===== src/rtl/picorv_pcpi_pkg.sv =====
// Shared decode constants, funct3/state encodings and operand-signedness helpers
// for the PCPI sequential multiplier.
package picorv_pcpi_pkg;

    localparam logic [6:0] OPCODE_OP     = 7'b0110011;
    localparam logic [6:0] FUNCT7_MULDIV = 7'b0000001;

    typedef enum logic [2:0] {
        MUL    = 3'b000,
        MULH   = 3'b001,
        MULHSU = 3'b010,
        MULHU  = 3'b011
    } mul_op_e;

    typedef enum logic [1:0] {
        IDLE = 2'd0,
        BUSY = 2'd1,
        DONE = 2'd2,
        HOLD = 2'd3
    } mul_state_e;

    // funct3 values 000..011 are the multiplies; 1xx are divide/remainder.
    function automatic logic is_mul_insn(input logic [6:0] opcode,
                                         input logic [6:0] funct7,
                                         input logic       funct3_msb);
        return (opcode == OPCODE_OP) && (funct7 == FUNCT7_MULDIV) && !funct3_msb;
    endfunction

    function automatic logic rs1_is_signed(input mul_op_e op);
        return (op == MULH) || (op == MULHSU);
    endfunction

    function automatic logic rs2_is_signed(input mul_op_e op);
        return (op == MULH);
    endfunction

endpackage


===== src/rtl/pcpi_mul_step.sv =====
// Combinational shift-add block retiring STEPS_AT_ONCE multiplier bits,
// all arithmetic modulo 2^64.
module pcpi_mul_step #(
    parameter int STEPS_AT_ONCE = 1
) (
    input  logic [63:0] acc_in,
    input  logic [63:0] rs1_in,
    input  logic [63:0] rs2_in,
    output logic [63:0] acc_out,
    output logic [63:0] rs1_out,
    output logic [63:0] rs2_out
);

    logic [63:0] acc_chain [0:STEPS_AT_ONCE];
    logic [63:0] rs1_chain [0:STEPS_AT_ONCE];
    logic [63:0] rs2_chain [0:STEPS_AT_ONCE];

    assign acc_chain[0] = acc_in;
    assign rs1_chain[0] = rs1_in;
    assign rs2_chain[0] = rs2_in;

    genvar gi;
    generate
        for (gi = 0; gi < STEPS_AT_ONCE; gi++) begin : g_step
            assign acc_chain[gi+1] = rs2_chain[gi][0] ? (acc_chain[gi] + rs1_chain[gi])
                                                      : acc_chain[gi];
            assign rs1_chain[gi+1] = rs1_chain[gi] << 1;
            assign rs2_chain[gi+1] = rs2_chain[gi] >> 1;
        end
    endgenerate

    assign acc_out = acc_chain[STEPS_AT_ONCE];
    assign rs1_out = rs1_chain[STEPS_AT_ONCE];
    assign rs2_out = rs2_chain[STEPS_AT_ONCE];

endmodule


===== src/rtl/pcpi_mul_seq.sv =====
// Sequential RV32M multiply coprocessor on the PicoRV32 PCPI port.
// Optional build macro PCPI_MUL_ABORT_EN: dropping pcpi_valid during BUSY abandons the op.
module pcpi_mul_seq
    import picorv_pcpi_pkg::*;
#(
    parameter int STEPS_AT_ONCE = 1
) (
    input  logic        clk,
    input  logic        reset,
    input  logic        pcpi_valid,
    input  logic [31:0] pcpi_insn,
    input  logic [31:0] pcpi_rs1,
    input  logic [31:0] pcpi_rs2,
    output logic        pcpi_wr,
    output logic [31:0] pcpi_rd,
    output logic        pcpi_wait,
    output logic        pcpi_ready
);

    localparam int         N        = 64 / STEPS_AT_ONCE;
    localparam logic [5:0] CNT_INIT = 6'(N - 1);

    mul_state_e  state_reg, state_next;
    mul_op_e     op_reg, op_next;
    logic [63:0] acc_reg, acc_next;
    logic [63:0] rs1_reg, rs1_next;
    logic [63:0] rs2_reg, rs2_next;
    logic [5:0]  cnt_reg, cnt_next;
    logic [31:0] rd_reg, rd_next;
    logic        wait_reg, ready_reg, wr_reg;

    logic [63:0] acc_step, rs1_step, rs2_step;
    logic        insn_hit;
    logic        abort;
    mul_op_e     op_decoded;

    // Register fields and immediate bits never influence a multiply.
    logic unused_insn_bits;
    assign unused_insn_bits = ^{pcpi_insn[24:15], pcpi_insn[11:7]};

    assign insn_hit   = is_mul_insn(pcpi_insn[6:0], pcpi_insn[31:25], pcpi_insn[14]);
    assign op_decoded = mul_op_e'(pcpi_insn[14:12]);

`ifdef PCPI_MUL_ABORT_EN
    assign abort = !pcpi_valid;
`else
    assign abort = 1'b0;
`endif

    pcpi_mul_step #(
        .STEPS_AT_ONCE(STEPS_AT_ONCE)
    ) u_step (
        .acc_in (acc_reg),
        .rs1_in (rs1_reg),
        .rs2_in (rs2_reg),
        .acc_out(acc_step),
        .rs1_out(rs1_step),
        .rs2_out(rs2_step)
    );

    always_comb begin
        state_next = state_reg;
        op_next    = op_reg;
        acc_next   = acc_reg;
        rs1_next   = rs1_reg;
        rs2_next   = rs2_reg;
        cnt_next   = cnt_reg;
        rd_next    = rd_reg;

        case (state_reg)
            IDLE: begin
                if (pcpi_valid && insn_hit) begin
                    state_next = BUSY;
                    op_next    = op_decoded;
                    rs1_next   = rs1_is_signed(op_decoded) ? {{32{pcpi_rs1[31]}}, pcpi_rs1}
                                                           : {32'd0, pcpi_rs1};
                    rs2_next   = rs2_is_signed(op_decoded) ? {{32{pcpi_rs2[31]}}, pcpi_rs2}
                                                           : {32'd0, pcpi_rs2};
                    acc_next   = 64'd0;
                    cnt_next   = CNT_INIT;
                end
            end
            BUSY: begin
                if (abort) begin
                    state_next = IDLE;
                end else begin
                    acc_next = acc_step;
                    rs1_next = rs1_step;
                    rs2_next = rs2_step;
                    cnt_next = cnt_reg - 6'd1;
                    if (cnt_reg == 6'd0) begin
                        state_next = DONE;
                    end
                end
            end
            DONE:    state_next = HOLD;
            HOLD:    state_next = IDLE;
            default: state_next = IDLE;
        endcase

        // The result is captured on the final step so it is stable for the whole DONE cycle.
        if (state_reg == BUSY && state_next == DONE) begin
            rd_next = (op_reg == MUL) ? acc_next[31:0] : acc_next[63:32];
        end
    end

    always_ff @(posedge clk) begin
        if (reset) begin
            state_reg <= IDLE;
            op_reg    <= MUL;
            acc_reg   <= 64'd0;
            rs1_reg   <= 64'd0;
            rs2_reg   <= 64'd0;
            cnt_reg   <= 6'd0;
            rd_reg    <= 32'd0;
            wait_reg  <= 1'b0;
            ready_reg <= 1'b0;
            wr_reg    <= 1'b0;
        end else begin
            state_reg <= state_next;
            op_reg    <= op_next;
            acc_reg   <= acc_next;
            rs1_reg   <= rs1_next;
            rs2_reg   <= rs2_next;
            cnt_reg   <= cnt_next;
            rd_reg    <= rd_next;
            wait_reg  <= (state_next == BUSY);
            ready_reg <= (state_next == DONE);
            wr_reg    <= (state_next == DONE);
        end
    end

    assign pcpi_wait  = wait_reg;
    assign pcpi_ready = ready_reg;
    assign pcpi_wr    = wr_reg;
    assign pcpi_rd    = rd_reg;

endmodule


===== config.mk =====
export PLATFORM = sky130hd
export DESIGN_NAME = pcpi_mul_seq
export DESIGN_NICKNAME = d
export VERILOG_FILES = /design/src/rtl/picorv_pcpi_pkg.sv /design/src/rtl/pcpi_mul_step.sv /design/src/rtl/pcpi_mul_seq.sv
export SDC_FILE = /design/constraint.sdc
export NUM_CORES = 1
export LEC_CHECK = 0
export ABC_AREA = 0
export CORE_MARGIN = 10
export CORE_UTILIZATION = 35
export CTS_CLUSTER_SIZE = 14
export DETAILED_ROUTE_END_ITERATION = 10
export SLEW_MARGIN = 20
export SYNTH_ARGS = -nofsm -noshare
export SYNTH_HDL_FRONTEND = slang
export SYNTH_SLANG_ARGS = --single-unit

===== constraint.sdc =====
create_clock -name clk -period 4 [get_ports clk]
set_input_delay 0.8 -clock clk [delete_from_list [all_inputs] [get_ports clk]]
set_output_delay 0.8 -clock clk [all_outputs]
set_load 0.01 [all_outputs]

# [After elaboration in Yosys (flattened, before gate mapping)]
# Index checks and enable logic that the tools add are counted.
[classes] add_sub_neg=2 multipliers=0 div_mod_pow=0 order_cmp=0 n_eq_ne=10 shifts=0 mux=15 bitwise=0 n_reduce_logical=12
[op_table] operator="64-bit 2-to-1 mux" n=6
[op_table] operator="64-bit case mux with 2 select lines" n=3
[op_table] operator="64-bit adder" n=1
[op_table] operator="32-bit 2-to-1 mux" n=1
[op_table] operator="6-bit case mux with 2 select lines" n=1
[op_table] operator="2-bit case mux with 4 select lines" n=1
[op_table] operator="7-bit by 1-bit == test with 1-bit output (second input constant)" n=1
[op_table] operator="7-bit by 6-bit == test with 1-bit output (second input constant)" n=1
[op_table] operator="2-bit == test (second input constant)" n=3
[op_table] operator="6-bit logical NOT" n=1
[op_table] operator="6-bit 2-to-1 mux" n=1
[op_table] operator="6-bit by 1-bit subtractor with 6-bit output (second input constant)" n=1
[op_table] operator="2-bit by 1-bit == test with 1-bit output (second input constant)" n=2
[op_table] operator="1-bit logical AND" n=4
[op_table] operator="2-bit 2-to-1 mux" n=2
[op_table] operator="2-bit AND reduction" n=2
[op_table] operator="3-bit by 1-bit == test with 1-bit output (second input constant)" n=1
[op_table] operator="3-bit by 2-bit == test with 1-bit output (second input constant)" n=1
[op_table] operator="3-bit logical NOT" n=1
[op_table] operator="2-bit logical NOT" n=1
[op_table] operator="2-bit != test (second input constant)" n=1
[op_table] operator="2-bit nonzero test" n=1
[op_table] operator="1-bit logical NOT" n=1
[op_table] operator="1-bit logical OR" n=1
[totals] reg_bits=237 latchBits=0 mem_bits_rw=0 romBits=0 out_inout_bits=35 word_cells=48 memories=0

# [Logic depth before layout (Yosys ltp)]
# Gate-level depths: netlist (run 1).
[logic_depth] ltp_word=8 ltp_mapped=14 mapped_depth_nobuf=14

# [Modules after synthesis]
# From an unflattened synthesis (run 1), not the netlist that was laid out.
[hier_totals] cells_unflattened=1978 area_unflattened_um2=15929.0
[by_module_without_submodules] mod="pcpi_mul_seq" instances=1 cells_per_inst=1184 area_per_inst_um2=10312.4
[by_module_without_submodules] mod="pcpi_mul_step" instances=1 cells_per_inst=794 area_per_inst_um2=5616.6

# [Worst setup path before layout (run 1)]
# OpenSTA, ideal clock, no wires.
[synth_timing] path_type="register -> register" start="register rs1_reg[0]" end="register rd_reg[28], in the netlist pcpi_rd[28]" setup_ps=91 arrival_time_ps=3140 required_ps=3909 setup_slack_ps=769 stages_incl_launch_ff=15 n_path_buf=0 synth_period_minus_slack_ps=3231 path_cell_list="dfxtp_1 ha_1 inv_1 fa_1 nor2b_1 o2111ai_1 a2111oi_2 o31ai_1 a211oi_1 o211ai_1 o21a_1 nor4_1 mux2i_1 a21oi_1 a311oi_1"
[synth_between] elab_chain_len=4
[synth_lines] item="start: declaration" line="pcpi_mul_seq.sv:26" rtl="logic [63:0] rs1_reg, rs1_next;"
[synth_lines] item="start signal: assignment" line="pcpi_mul_seq.sv:123" rtl="rs1_reg <= rs1_next;"
[synth_lines] item="64-bit adder" line="pcpi_mul_step.sv:25" rtl="assign acc_chain[gi+1] = rs2_chain[gi][0] ? (acc_chain[gi] + rs1_chain[gi])"
[synth_lines] item="64-bit 2-to-1 mux" line="pcpi_mul_step.sv:25"
[synth_lines] item="64-bit case mux with 2 select lines" line="pcpi_mul_seq.sv:70" rtl="case (state_reg)"
[synth_lines] item="32-bit 2-to-1 mux" line="pcpi_mul_seq.sv:103" rtl="rd_next = (op_reg == MUL) ? acc_next[31:0] : acc_next[63:32];"
[synth_lines] item="end signal: assignment" line="pcpi_mul_seq.sv:126" rtl="rd_reg <= rd_next;"
[synth_lines] item="end: declaration" line="pcpi_mul_seq.sv:29" rtl="logic [31:0] rd_reg, rd_next;"
# Every way passes these cells.
# A chain may end at the register's enable or synchronous reset.

# [Worst setup path after layout (run 1)]
[layout_timing] start="register acc_reg[0]" end="register rd_reg[28], in the netlist pcpi_rd[28]"
[layout_between] elab_chain_len=4
[layout_lines] item="start: declaration" line="pcpi_mul_seq.sv:25" rtl="logic [63:0] acc_reg, acc_next;"
[layout_lines] item="start signal: assignment" line="pcpi_mul_seq.sv:122" rtl="acc_reg <= acc_next;"
[layout_lines] item="64-bit adder" line="pcpi_mul_step.sv:25"
[layout_lines] item="64-bit 2-to-1 mux" line="pcpi_mul_step.sv:25"
[layout_lines] item="64-bit case mux with 2 select lines" line="pcpi_mul_seq.sv:70"
[layout_lines] item="32-bit 2-to-1 mux" line="pcpi_mul_seq.sv:103"
# Every way passes these cells.

==> results.md, run 1 <==
- CTS Buffer Depth: 3
- Hold Crit Class: reg -> reg
- Synth Flop Type: dfxtp_1
- PortBufs: 118
- Sequential area share after synthesis: 36.0%
- Async SR Flop Fraction: 0%
- Crit path to: pcpi_rd[28]
- Yosys top cell area share: 36.0%
- Vias: 12900
- Share of cells above drive strength 1: 7.97%
- Delay-heaviest family, CP: compound AO/OA/AOI/OAI gates
- Peak Freq: 260 MHz
- TritonCTS clock tree: built
- Most frequent cells after synthesis: nand2_1 (304), dfxtp_1 (237), nor2_1 (185)
- Drt total wl: 42.8 mm
- Die Wd: 214 um
- CP Depth: 17
- P_leak: 6.08 nW
- Yosys top cell by area: dfxtp_1
- Fin util: 42.8%
- Setup violators final: 0
- Cell with the most instances after synthesis: nand2_1
- Num CTS Buffers: 28
- Final worst-path cycle share: 96.3%
- Drt initial violations: 1067
- EDFF count, synth: 0
- Area contributors post-synth: dfxtp_1 (36%), nand2_1 (8.7%), ha_1 (6.2%)
- CTS clk-pin slew, worst paths: 0.06 ns
- N_diodes: 0
- Post-CTS Hold Fix Bufs: 0
- Max cap viols: 0
- Area grow syn2layout: 21.4%
- Worst Tran Pin Value: 1.01 ns
- Vias in the first global route: 12100
- Worst r2r src: acc_reg[0]
- Die ar.: 45800 sq um
- Largest net degree at the start of global routing: 166
- CP Cell Sequence: ha_4 -> inv_1 -> fa_2 -> nor2b_4 -> o2111ai_4 -> a2111oi_4 -> buf_4 -> o31ai_2 -> a211oi_2 -> buf_4 -> o211ai_1 -> o21a_1 -> nor4_4 -> buf_4 -> mux2i_2 -> a21oi_2 -> a311oi_2
- Global Route Usage Sum: 17.8%
- R2R depth: 17
- Tot Pwr: 5.57 mW
- Flops & latches, synth: 237
- Critical path fanouts, max: 3
- Relative slew slack: 32.3%
- Post-Syn Instances: 1700
- # clock sinks: 237
- Root Driver: clkbuf_16
- Cell area after synthesis: 13200 sq um
- Post-route ant nets: 0
- CP Launch Point: acc_reg[0]
- Initial antenna violation count: 0
- Critical path arrival: 4.32 ns
- Vias per cell: 5.58
- Row count: 71
- WL per Instance: 18.6 um
- Status: finished, final reports clean
- Critical Path Source Type: flip-flop
- Reg2Reg Capture Point: pcpi_rd[28]
- Drt pass-1 iters: 5
- Fin. max-slew vios: 0
- Clock Skews: 0.0147 ns
- Worst path bufs/invs: 4
- Power Density: 348 nW/um^2
- Most used cell, CP: buf_4
- Die height: 214 um
- Nets: 1937
- Slowest cell on crit path: a2111oi_4
- Crit path capture type: flip-flop
- Setup CP Type: reg -> reg
- Global-route wire length before repair: 67.8 mm
- R2R Setup Slk: 0.15 ns
- Core area: 37400 sq um
- Starting Density: 35.2%
- Synth Area per Inst: 7.75 sq um
- GRT Residual Overflow: 0
- Final min period: 3.85 ns
- Max VDD drop: 273 uV
- CP max stage delay: 0.41 ns
- H-Tree Depth: 1
- Ports: 134
- Fin. Hold Viols: 0
- Final HPWL DP: 30.4 mm
- Syn_nets: 1865
- GP Congestion: 0.932
- Worst Path Required: 4.47 ns
- # DRC: 0
- Synth cell types: 78
- Skew-Pair Late Insertion Delay: 0.57 ns
- Syn. warnings: 0
[layout make-up]
cell class / count / area (sq um)
flip-flops and latches: 237 / 4750
well taps: 511 / 639
clock inverters: 17 / 160
multi-input cells: 1313 / 7990
clock buffers: 35 / 777
inverters: 22 / 82.6
repair buffers: 170 / 1600
fillers: 3829 / 21400
[worst min path at each step]
stage / cells after the start / slack [ns] / to / from
after detailed placement: 2 / 0.43 / pcpi_rd[26] / pcpi_rd[26]
after CTS: 2 / 0.44 / pcpi_rd[26] / pcpi_rd[26]
after global routing: 2 / 0.47 / rs2_reg[36] / rs2_reg[37]
after floorplan: 2 / 0.43 / rs2_reg[32] / rs2_reg[33]
after global placement: 2 / 0.43 / rs2_reg[37] / rs2_reg[38]
final: 2 / 0.44 / pcpi_rd[26] / pcpi_rd[26]
[report_power, final]
part | switching (mW) | total (mW) | internal [mW]
clock network | 1.07 | 2.58 | 1.51
registers | 0.0600 | 2.51 | 2.45
logic | 0.270 | 0.482 | 0.212
[per-layer routing]
| layer | track usage (%) | vias to the layer above | routed length, um |
|---|---|---|---|
| li1 | - | 6309 | - |
| met1 | 25.7 | 6120 | 20900 |
| met2 | 26.3 | 364 | 18200 |
| met3 | 3.46 | 59 | 2860 |
| met4 | 4.62 | 0 | 910 |
| met5 | 0 | - | 0 |
[worst register-to-register path, delay by kind of cell, from the launching register on]
kind	cells	cell delay [ns]
and+or+nand+nor	2	0.42
buffers and inverters	4	0.55
DFF	1	0.35
AOI/OAI and AO/OA	8	1.70
adders and majority gates	2	0.53
muxes	1	0.22
[layout by cell type (no fill, tap or decap), types with 5 or more instances in the layout]
master           synthesis  layout
nor4_1                   8       7
a21oi_1                139     137
dfxtp_1                237     235
and2_1                  10       9
o31ai_1                  6       5
nor2_1                 185     183
or3_1                    6       5
a221oi_1                 5       5
and3_1                   6       6
clkinv_2                 0      10
a31oi_1                 42      42
o211ai_1                 8       8
xnor2_1                 36      36
o21bai_1                16      16
o221ai_1                 5       5
clkbuf_16                0      28
xor2_1                  23      23
clkdlybuf4s50_1          0     117
a22o_1                  11      11
a22oi_1                 45      45
mux2i_1                  7       6
nand4_1                 16      16
inv_1                   21      21
a311oi_1                68      67
o21ai_1                  6       6
clkbuf_8                 0       5
o21ai_0                 73      73
nor2b_1                  8       6
a211o_1                  5       5
nand2b_1                 6       5
nand3_1                 50      50
a21o_1                  41      41
ha_1                    65      64
nor3_1                  20      18
o21a_1                  14      14
nand2_1                304     304
buf_4                    6      50
a211oi_1                15      14
[kinds of logic (layout without fill, tap and decap cells)]
| kind of cell | after synthesis | count (layout) | share of synthesized area [%] |
|---|---|---|---|
| and+or+nand+nor | 636 | 636 | 20.5 |
| AOI/OAI and AO/OA | 544 | 544 | 28.1 |
| DFF | 237 | 237 | 36.0 |
| buffers and inverters | 150 | 244 | 4.49 |
| adders and majority gates | 66 | 66 | 6.32 |
| xor gates and xnor gates | 59 | 59 | 3.92 |
| muxes | 8 | 8 | 0.617 |
[what timing repair did]
item | 4_1_cts | 5_1_grt
setup endpoints to repair | 1 | 4
gates resized for setup | 1 | 18
setup buffers | 0 | 1
gates cloned | 0 | 0
pin swaps | 0 | 8
[per-stage QoR]
stage / cells / TNS, ns / cell area (sq um) / hold WS (ns) / setup WS [ns]
after floorplan: 1700 / 0 / 13200 / 0.429 / 0.769
after global placement: 2252 / 0 / 14900 / 0.434 / 0.127
after detailed placement: 2252 / 0 / 14900 / 0.433 / 0.0627
after CTS: 2304 / 0 / 15900 / 0.441 / 0.0846
after global routing: 2305 / -0.00944 / 16000 / 0.468 / -0.00944
final: 2305 / 0 / 16000 / 0.440 / 0.150
(Power assumes the default switching activity.)
==> inputs of run 2 (changes only) <==
--- a/config.mk
+++ b/config.mk
@@ -13,4 +13,5 @@
 export SLEW_MARGIN = 20
 export SYNTH_ARGS = -nofsm -noshare
 export SYNTH_HDL_FRONTEND = slang
+export SYNTH_HIERARCHICAL = 1
 export SYNTH_SLANG_ARGS = --single-unit
==> results.md, run 2 <==
- Status: finished, final reports clean
- Commonest non-fill, non-tap cell in the layout: dfxtp_1
- Crit path capture type: flip-flop
- Setup violators final: 0
- CP max stage delay: 0.49 ns
- Yosys top cell by area: dfxtp_1
- Final worst-path cycle share: 95.2%
- N_diodes: 0
- Area grow syn2layout: 9.99%
- # DRC: 0
- Nets: 2021
- Post-CTS Hold Fix Bufs: 0
- Hold path cells: 2
- Sequential area share after synthesis: 29.8%
- Postcts setup bufs: 0
- Syn. warnings: 6
- Post-route ant nets: 0
- Max VDD drop: 290 uV
- Worst r2r src: acc_reg[0]
- Final min period: 3.81 ns
- Worst path bufs/invs: 0
- Num CTS Buffers: 27
- Vias: 14000
- Worst Path Required: 4.40 ns
- Synth Flop Type: dfxtp_1
- Share of cells above drive strength 1: 11.6%
- Setup CP Type: reg -> reg
- Initial antenna violation count: 3
- RSZ-0062 raised after global routing: yes
- Largest family of logic cells by synthesized area: compound AO/OA/AOI/OAI gates
- Post-Syn Instances: 1978
- Delay-heaviest family, CP: compound AO/OA/AOI/OAI gates
- Area contributors post-synth: dfxtp_1 (30%), a211oi_1 (6.5%), buf_4 (6.1%)
- Drt pass-1 iters: 5
- Die Wd: 233 um
- Yosys top cell area share: 29.8%
- Global Route Usage Sum: 15.9%
- Final HPWL DP: 30.5 mm
- Most frequent cells after synthesis: dfxtp_1 (237), a21oi_1 (182), nor2_1 (182)
- Critical path arrival: 4.21 ns
- Vias in the first global route: 13300
- Async SR Flop Fraction: 0%
- Critical path fanouts, max: 4
- Hold Path End: op_reg[0]
- Clock Skews: 0.0187 ns
- Largest net degree at the start of global routing: 195
- Root Driver: clkbuf_16
- Hold Crit Class: reg -> reg
- Slowest cell on crit path: o41a_1
- Reg2Reg Capture Point: pcpi_rd[18]
- Synth cell types: 76
- Compound-Gate Fraction of Synth Area: 29.3%
- Skew-Pair Late Insertion Delay: 0.56 ns
- Die ar.: 54400 sq um
- Starting Density: 35.3%
- Post-synthesis adder-cell area fraction: 5.15%
- Cell area after synthesis: 15900 sq um
- Vias per cell: 5.63
- R2R depth: 14
- GP Congestion: 0.918
- Mux share of post-synthesis cell area: 5.88%
- Power Density: 342 nW/um^2
- Global-route wire length before repair: 72.2 mm
- WL per Instance: 18.2 um
- Die height: 233 um
- Synth Area per Inst: 8.05 sq um
- Critical Path Source Type: flip-flop
- Worst Tran Pin Value: 1.09 ns
- Drt initial violations: 844
- GRT Residual Overflow: 0
- Peak Freq: 263 MHz
- Core area: 45200 sq um
- CP Cell Sequence: ha_1 -> fa_1 -> a211o_1 -> o211ai_2 -> a2111o_1 -> a2111oi_4 -> nor2_2 -> o41a_1 -> o21bai_2 -> a21oi_1 -> xnor2_1 -> mux2_2 -> mux2i_1 -> a211oi_1
- R2R Setup Slk: 0.19 ns
- Row count: 78
- CTS Buffer Depth: 3
- Fin. max-slew vios: 0
- # clock sinks: 237
- Relative slew slack: 27.4%
- Synth Area in XOR/XNOR: 3.08%
- Setup ws final: 0.192 ns
- H-Tree Depth: 1
- PortBufs: 118
- Pre-CTS setup slack: 0.217 ns
- Setup TNS: 0 ns
- Max cap viols: 0
- Fin. Hold Viols: 0
- CP Depth: 14
- Cell with the most instances after synthesis: dfxtp_1
- CTS clk-pin slew, worst paths: 0.06 ns
- Flops & latches, synth: 237
- EDFF count, synth: 0
- Worst hold start: op_reg[0]
- Drt total wl: 45.0 mm
- Synth Area in Simple Gates: 15.4%
- TritonCTS clock tree: built
- P_leak: 6.48 nW
- Ports: 134
- Fin util: 38.8%
- Commonest cells after routing, fill and taps aside: dfxtp_1 (236), nor2_1 (181), a21oi_1 (181)
==> run 2: cell count changes after synthesis, moves of 60 or more <==
cell and delta:
nand2_1 -174, a211oi_1 +123, buf_4 +123, o21ai_0 +102
nor4_1 +92, a311oi_1 -68, o211ai_2 +60
==> run 2: cell families (layout without fill, tap and decap cells) <==
| group | Yosys count | after routing |
|---|---|---|
| compound gates | 688 | 688 |
| xor+xnor | 56 | 56 |
| fa+ha+maj | 65 | 65 |
| buf+inv | 331 | 229 |
| flops | 237 | 237 |
| mux | 87 | 87 |
| other cells | 1 | 2 |
| simple gates | 513 | 513 |
==> run 2: worst max path at each step <==
stage | start | endpoint | slack, ns
floorplan | acc_reg[0] | pcpi_rd[18] | 0.76
global placement | acc_reg[0] | pcpi_rd[18] | 0.26
detailed placement | acc_reg[0] | pcpi_rd[24] | 0.22
CTS | acc_reg[0] | pcpi_rd[24] | 0.19
global route | acc_reg[0] | pcpi_rd[24] | -0.009
finish | acc_reg[0] | pcpi_rd[18] | 0.19
==> run 2: per-layer routing <==
| layer | GRT usage (%) | wire (um) | up-vias |
|---|---|---|---|
| met2 | 25.7 | 20500 | 331 |
| met1 | 21.1 | 20900 | 6659 |
| met3 | 3.48 | 2700 | 57 |
| met5 | 0 | 47 | - |
| met4 | 3.67 | 912 | 6 |
| li1 | - | - | 6900 |
==> run 2: cell type report <==
type / count / area, sq um
clock buffer: 34 / 752
clock inverter: 15 / 218
fill: 4612 / 27700
inverter: 26 / 97.6
multi-input combinational: 1411 / 9450
sequential: 237 / 4750
tap: 600 / 751
timing repair buffer: 154 / 1510
==> run 2: worst min-delay path, stage by stage (launching register included) <==
cell and delay, ns:
dfxtp_1 0.31, nand2_1 0.06, mux2i_1 0.05
==> run 2: metrics by stage <==
stage	power, mW	cells	hold WS, ns	cell area, sq um
final	6.00	2477	0.478	17500
after detailed placement	3.34	2428	0.473	16500
after global routing	6.25	2477	0.500	17500
after global placement	3.32	2428	0.457	16500
after CTS	6.07	2477	0.481	17500
after floorplan	3.16	1979	0.434	15900
==> run 2: where the power goes <==
| part | switching (mW) | internal [mW] |
|---|---|---|
| registers | 0.0868 | 2.47 |
| logic | 0.413 | 0.316 |
| clock network | 1.06 | 1.66 |
| total | 1.56 | 4.44 |
==> run 2: repair_timing <==
action                                  CTS  global route
endpoints found under the setup margin    0             3
endpoints found under the hold margin     0             0
gates resized for setup                   0             3
